**src/rtl/compress_pack.sv**
```systemverilog
// compress_pack: Compress_q(x, D) with q = 3329 on a stream of 12-bit
// coefficients, followed by a little-endian bit packer that emits bytes.
// Every 256 coefficients form one block of 32*D bytes; the last byte of a
// block is flagged with out_last. Both sides use valid/ready handshakes.
module compress_pack #(
  parameter int D = 10
) (
  input  logic        clk,
  input  logic        rst,
  input  logic        in_valid,
  output logic        in_ready,
  input  logic [11:0] in_coef,
  output logic        out_valid,
  input  logic        out_ready,
  output logic [7:0]  out_byte,
  output logic        out_last
);

  // Only these widths are defined for Compress_q in this design.
  if (!(D == 1 || D == 4 || D == 5 || D == 10 || D == 11)) begin : g_bad_d
    $error("compress_pack: D must be one of 1, 4, 5, 10, 11");
  end

  // ---------------------------------------------------------------------------
  // Exact constant division by 3329.
  // The numerator n = x*2^D + 1664 is below 2^NUM_W. With
  // RECIP = ceil(2^SHIFT / 3329) and SHIFT = NUM_W + 12, the product error
  // n * (RECIP - 2^SHIFT/3329) / 2^SHIFT is below 1/4096. The fractional part
  // of n/3329 never exceeds 3328/3329, so that error can never carry the
  // result across an integer: the floor is exact for every 12-bit x,
  // including raw inputs >= 3329.
  // ---------------------------------------------------------------------------
  localparam int Q       = 3329;
  localparam int HALF    = (Q - 1) / 2;
  localparam int NUM_W   = 13 + D;
  localparam int SHIFT   = NUM_W + 12;
  localparam int RECIP_W = SHIFT - 10;
  localparam int PROD_W  = NUM_W + RECIP_W;
  localparam logic [RECIP_W-1:0] RECIP =
    RECIP_W'(((64'd1 << SHIFT) + 64'(Q - 1)) / 64'(Q));

  // Block geometry: 256 coefficients * D bits = 32*D bytes, no padding.
  localparam int BLK_BYTES = 32 * D;
  localparam int BCNT_W    = $clog2(BLK_BYTES);

  logic [NUM_W-1:0]  num;
  logic [PROD_W-1:0] prod;
  logic [D-1:0]      c_next;

  // Stage C register: one compressed value waiting to enter the packer.
  logic              c_vld;
  logic [D-1:0]      c_val;

  // Packer state: bits [cnt-1:0] of pack_buf are valid, everything above is 0.
  logic [17:0]       pack_buf;
  logic [4:0]        cnt;
  logic [BCNT_W-1:0] byte_cnt;

  // Combinational next-state terms of the packer.
  logic              pop;
  logic              merge;
  logic              in_xfer;
  logic [4:0]        cnt_pop;
  logic [17:0]       buf_pop;
  logic [4:0]        cnt_next;
  logic [17:0]       buf_next;

  assign num    = (NUM_W'(in_coef) << D) + NUM_W'(HALF);
  assign prod   = PROD_W'(num) * PROD_W'(RECIP);
  // Taking the low D bits of the quotient is the "mod 2^D".
  assign c_next = D'(prod >> SHIFT);

  // Handshake and packer control. The outputs depend on registers only,
  // so they hold steady while the consumer stalls.
  assign out_valid = (cnt >= 5'd8);
  assign out_byte  = pack_buf[7:0];
  assign out_last  = out_valid && (byte_cnt == BCNT_W'(BLK_BYTES - 1));

  assign pop      = out_valid && out_ready;
  assign cnt_pop  = pop ? (cnt - 5'd8) : cnt;
  assign buf_pop  = pop ? (pack_buf >> 8) : pack_buf;
  assign merge    = c_vld && (cnt_pop < 5'd8);
  assign in_ready = !c_vld || merge;
  assign in_xfer  = in_valid && in_ready;

  // Next packer contents: apply the pop, then append c_val above the
  // remaining bits when stage C merges.
  always_comb begin
    // NOTE: every always_comb output gets a default first so that no path
    // leaves it unassigned; an unassigned path would infer a latch.
    cnt_next = cnt_pop;
    buf_next = buf_pop;
    if (merge) begin
      cnt_next = cnt_pop + 5'(D);
      buf_next = buf_pop | (18'(c_val) << cnt_pop);
    end
  end

  // Stage C valid flag: set on every accepted coefficient, cleared when
  // its value moves into the packer and nothing replaces it.
  always_ff @(posedge clk) begin
    // NOTE: sequential state uses non-blocking assignments so every flop
    // samples the pre-edge values, independent of statement order.
    if (rst) begin
      c_vld <= 1'b0;
    end else if (in_xfer) begin
      c_vld <= 1'b1;
    end else if (merge) begin
      c_vld <= 1'b0;
    end
  end

  // Stage C value: captured on every accepted coefficient.
  always_ff @(posedge clk) begin
    // NOTE: c_val is pure data qualified by c_vld, so it carries no reset;
    // its contents are never observed until c_vld is set again.
    if (in_xfer) begin
      c_val <= c_next;
    end
  end

  // Packer buffer and fill count.
  always_ff @(posedge clk) begin
    if (rst) begin
      cnt      <= 5'd0;
      pack_buf <= 18'd0;
    end else begin
      cnt      <= cnt_next;
      pack_buf <= buf_next;
    end
  end

  // Byte position within the current block; wraps after the last byte so
  // consecutive blocks stream with no gap.
  always_ff @(posedge clk) begin
    if (rst) begin
      byte_cnt <= '0;
    end else if (pop) begin
      byte_cnt <= out_last ? '0 : byte_cnt + BCNT_W'(1);
    end
  end

endmodule

```
**config.mk**
```make
export PLATFORM = sky130hd
export DESIGN_NAME = compress_pack
export DESIGN_NICKNAME = d
export VERILOG_FILES = /design/src/rtl/compress_pack.sv
export SDC_FILE = /design/constraint.sdc
export NUM_CORES = 1
export LEC_CHECK = 0
export ABC_AREA = 1
export CORE_ASPECT_RATIO = 1.2
export CORE_MARGIN = 8
export CORE_UTILIZATION = 59
export DETAILED_ROUTE_END_ITERATION = 6
export PLACE_DENSITY = 0.8
export SYNTH_ARGS = -nofsm -noshare
export SYNTH_HDL_FRONTEND = slang
export SYNTH_SLANG_ARGS = --single-unit
export TNS_END_PERCENT = 20
```
**constraint.sdc**
```tcl
create_clock -name clk -period 7 [get_ports clk]
set_input_delay 0.7 -clock clk [delete_from_list [all_inputs] [get_ports clk]]
set_output_delay 0.7 -clock clk [all_outputs]
set_load 0.01 [all_outputs]
```
# [Word-level counts from Yosys, hierarchy flattened]
# Index checks and enable logic that the tools add are counted.
[word_totals] latchBits=0 output_inout_bits=11 rom_bits=0 regBits=43 ram_bits=0 elab_cells=29 memories=0
[op_classes] n_eq_ne=1 n_shift=1 n_div=0 add_sub_neg=4 mul=1 bitwise=1 order_cmp=2 muxes=7 reduce_logical=7
[ops] operator="23-bit by 22-bit multiplier with 43-bit output, second input constant" count=1
[ops] operator="18-bit 2-to-1 mux" count=2
[ops] operator="22-bit by 11-bit adder with 23-bit output, second input constant" count=1
[ops] operator="18-bit bitwise OR" count=1
[ops] operator="10-bit by 5-bit left shift with 18-bit output" count=1
[ops] operator="5-bit 2-to-1 mux" count=2
[ops] operator="9-bit by 1-bit adder with 9-bit output, second input constant" count=1
[ops] operator="9-bit equality test, second input constant" count=1
[ops] operator="9-bit 2-to-1 mux" count=1
[ops] operator="5-bit by 4-bit adder with 5-bit output, second input constant" count=1
[ops] operator="5-bit by 4-bit >= comparator with 1-bit output, second input constant" count=1
[ops] operator="5-bit by 4-bit less-than comparator with 1-bit output, second input constant" count=1
[ops] operator="5-bit by 4-bit subtractor with 5-bit output, second input constant" count=1
[ops] operator="1-bit logical AND" count=4
[ops] operator="1-bit 2-to-1 mux" count=2
[ops] operator="2-bit nonzero test" count=1
[ops] operator="1-bit logical NOT" count=1
[ops] operator="1-bit logical OR" count=1

# [Logic depth before layout (Yosys ltp)]
# Gate-level depths: netlist of run 1.
[depth] depth_word=8 depth_mapped=35

# [Least setup slack after synthesis of run 1]
# OpenSTA, ideal clock, no wires.
[synth_path] path_kind="in2reg" from="input in_coef[0]" to="register c_val[3], data pin" arrival_ns=6.850 path_slack_ns=-0.103 setup_ns=0.253 stages=26 cell_sequence="ha_1 > nand2_1 > nor2_1 > nand4_2 > nor2_1 > xor2_1 > inv_1 > fa_1 > fa_1 > fa_1 > inv_1 > fa_1 > fa_1 > fa_1 > inv_1 > fa_1 > inv_1 > ha_1 > nand2_1 > inv_1 > a21oi_1 > nor2_1 > o21bai_1 > nand3_1 > nand2_1 > nand2_1"
[synth_via] elab_chain_cells=2
[synth_lines] item="start: declaration" line_no="12" text="input logic [11:0] in_coef,"
[synth_lines] item="22-bit by 11-bit adder with 23-bit output" line_no="68" text="assign num = (NUM_W'(in_coef) << D) + NUM_W'(HALF);"
[synth_lines] item="23-bit by 22-bit multiplier with 43-bit output" line_no="69" text="assign prod = PROD_W'(num) * PROD_W'(RECIP);"
[synth_lines] item="named net c_next[3]" line_no="48" text="logic [D-1:0] c_next;"
[synth_lines] item="end signal: assignment" line_no="118" text="c_val <= c_next;"
[synth_lines] item="end: declaration" line_no="52" text="logic [D-1:0] c_val;"
# The timed path passes the listed nets, and every way through them passes these cells.
# A chain may end at the register's enable or synchronous reset.

# [Worst setup path in the final report of run 1]
[layout_path] from="input in_coef[4]" to="register c_val[3], data pin"
# Same word-level chain as after synthesis.

==> qor.csv, run 1 <==
metric,value,unit
synth_xor_area_frac,0.01713,
synth_compound_area_frac,0.05329,
rsz0062_at_grt,true,
clockBufferDepth,2,
cts_hold_buf,0,
worst-r2r-setup-slack,4.26,ns
finClkSkew,0.005028,ns
clock_sinks,42,
period_share,0.9727,
areaGrowthSynthToFinish,16.89,%
fmax,146.9,MHz
viasPerCell,5.162,
crit_required,7.04,ns
grt_usage,0.2358,
setup_viol,0,
maxCapViolations,0,
fin_ws,0.1910,ns
overflow,0,
yosys.area_share.simple,0.1954,
synth_area_per_cell,7.826,sq um
antenna_left,0,
yosys_most_used_dff,dfxtp_1,
critical_path_class,in2reg,
synth_mux_area_frac,0.008768,
seq_area_frac_synth,0.1030,
synth.net_count,1457,
drt-total-wl,22530,um
start_util,0.5934,
clk_pin_slew,0.06,ns
layout_common_cells,"inv_1 (301), nand2_1 (259), ha_1 (138)",
status,finished clean,
whs,0.4407,ns
min_from,pack_buf[16]$_SDFF_PP0_,
synth.distinct_cells,48,
insertion_delay,0.28,ns
multi_input_area,0.007149,sq mm
dp_hpwl,19650,um
register_area,940.9,sq um
r2r_end,c_val[2]$_DFFE_PP_,
ys_seq_elements,42,
drive_gt1_frac,0.1360,
core-area,0.01539,sq mm
worst_setup_path_start_kind,input port,
synth_cells,1167,
hp-class,reg2reg,
whs_path_depth,2,
wire_per_inst,15.15,um
layout_commonest_cell,inv_1,
io_pins,27,
cts_made_buffers,5,
synth_fa_ha_area_frac,0.4806,
drc,0,
grt_pass1_wl,37110,um
fp-row-count,50,
first_pass_iters,7,
hold_path_end,pack_buf[16]$_SDFF_PP0_,
arrival,6.85,ns
io_buffers,26,
setup.worst_path.end_class,flop,
pre_cts_ws,-0.4544,ns
fin_nets,1568,
drtIter0Drc,513,
grt_pass1_vias,8059,
finalHoldViolCount,0,
grt_max_degree,27,
h-tree-depth,2,
synth_top_cell_by_area,fa_1,
fp.dieH,152.3,um
slew_headroom,0.3288,
place.gp.congestion,0.9670,
synth_top_area_share,0.2806,
synthArstFlopShare,0,
cts-root-buf,clkbuf_16,
yosys-top-cells-area,"fa_1 (28%), ha_1 (20%), inv_1 (12%), nand2_1 (11%), dfxtp_1 (7.0%)",
worstPathMaxFanout,3,
num_antenna_cells,0,
synth_area,0.009133,sq mm
yosysWarningCount,0,
fin_util,0.6937,
fillers,1223,
fp.dieW,129.6,um
maxSlewViolCount,0,
reg2regPathDepth,7,
synth_top_family_by_area,adder cells,
cts_tree,done,
synth_edf_count,10,
worstMarginPinSlew,1.004,ns
regToRegStartpoint,cnt[3]$_SDFF_PP0_,
vias,7676,
fin_crit,6.809,ns
dieArea,0.01973,sq mm
antenna_found_initial,0,
-- through the flow --
step	cells	setup TNS, ns	area [sq um]
after floorplan	1167	0	9140
after global placement	1474	-3.080	10230
after detailed placement	1474	-4.053	10230
after CTS	1482	-0.02223	10410
after global routing	1487	-0.1911	10680
final	1487	0	10680
-- sequential cells by signal, indices dropped and copies added, names as in the netlist --
signal	count
pack_buf	18
cnt	4
c_vld	1
c_val	10
byte_cnt	9
-- final cells by class --
cell class | count | area share
clock inverter | 3 | 0.001993
clock buffer | 5 | 0.01172
multi-input combinational | 797 | 0.6697
timing repair buffer | 124 | 0.09435
inverter | 308 | 0.1097
tap | 208 | 0.02438
sequential | 42 | 0.08814
-- metal layers --
layer,wire [um],vias up,part of all wire,track usage
met5,0,-,0,0
met4,1034,0,0.046,0.1070
met3,925,72,0.041,0.01751
met2,11750,202,0.52,0.4348
met1,8822,3658,0.39,0.2671
li1,-,3744,-,-
-- synthesized netlist by cell type, drive strengths merged (2+ instances only) --
library cell	number
xnor2	7
inv	307
o21ai	17
a21oi	45
nor4	2
nand3b	3
o21bai	7
nor3b	2
fa	128
dfxtp	32
buf	15
nor3	17
mux2i	8
nand2	272
a31oi	2
nor2	65
o311ai	2
xor2	10
nand4	9
nand3	41
edfxtp	10
and2	3
ha	146
clkbuf	5
a21o	4
o211ai	4
-- repair_timing --
| action | in CTS | in global routing |
|---|---|---|
| gates cloned | 0 | 0 |
| pin swaps | 1 | 13 |
| endpoints found under the setup margin | 10 | 10 |
| buffers inserted | 0 | 5 |
| gates resized for setup | 9 | 47 |
-- worst max path at each step --
stage	startpoint	cells past startpoint	endpoint	slack, ns
after CTS	in_coef[1]	27	c_val[8]$_DFFE_PP_	-0.02
after global placement	in_coef[0]	27	c_val[3]$_DFFE_PP_	-0.38
after floorplan	in_coef[0]	26	c_val[3]$_DFFE_PP_	0.06
after global routing	in_coef[4]	29	c_val[8]$_DFFE_PP_	-0.07
final	in_coef[4]	26	c_val[3]$_DFFE_PP_	0.19
after detailed placement	in_coef[0]	27	c_val[3]$_DFFE_PP_	-0.45
-- worst max-delay path, cell delays in order --
cell and delay [ns]:
clkdlybuf4s50_1 0.49, nand2_2 0.08, buf_4 0.14, nor2_4 0.12, nand2_1 0.08, o21bai_1 0.19, o21ai_1 0.16, fa_1 0.59
fa_2 0.48, fa_1 0.55, inv_1 0.05, fa_1 0.46, fa_1 0.52, fa_1 0.55, inv_1 0.06, fa_1 0.53
inv_1 0.07, ha_4 0.25, nand2_2 0.12, inv_1 0.07, a21oi_1 0.19, nor2_1 0.06, o21bai_1 0.16, nand3_1 0.09
nand2_1 0.06, nand2_1 0.04
-- cell families (layout without fill, tap and decap cells) --
| kind of cell | Yosys count | count (layout) |
|---|---|---|
| and+or+nand+nor | 416 | 416 |
| DFF | 42 | 42 |
| AOI/OAI and AO/OA | 82 | 82 |
| muxes | 8 | 8 |
| adders and majority gates | 274 | 274 |
| buffers and inverters | 328 | 440 |
| xor gates and xnor gates | 17 | 17 |
Power of run 1 is not shown: default switching activity piles up to over one toggle a cycle in this logic, so the estimate is an artifact.
==> run 2, diff against run 1 <==
--- a/config.mk
+++ b/config.mk
@@ -6,6 +6,7 @@
 export NUM_CORES = 1
 export LEC_CHECK = 0
 export ABC_AREA = 1
+export CAP_MARGIN = 20
 export CORE_ASPECT_RATIO = 1.2
 export CORE_MARGIN = 8
 export CORE_UTILIZATION = 59
==> results of run 2 <==
The final DEF is identical to that of run 1; final timing and power are the same.
Power of run 2 is left out for the same reason.
==> run 3, diff against run 2 <==
--- a/config.mk
+++ b/config.mk
@@ -10,6 +10,7 @@
 export CORE_ASPECT_RATIO = 1.2
 export CORE_MARGIN = 8
 export CORE_UTILIZATION = 59
+export CTS_CLUSTER_DIAMETER = 40
 export DETAILED_ROUTE_END_ITERATION = 6
 export PLACE_DENSITY = 0.8
 export SYNTH_ARGS = -nofsm -noshare
==> results of run 3 <==
The final DEF is identical to that of run 1; final timing and power are the same.
Power of run 3 is left out for the same reason.
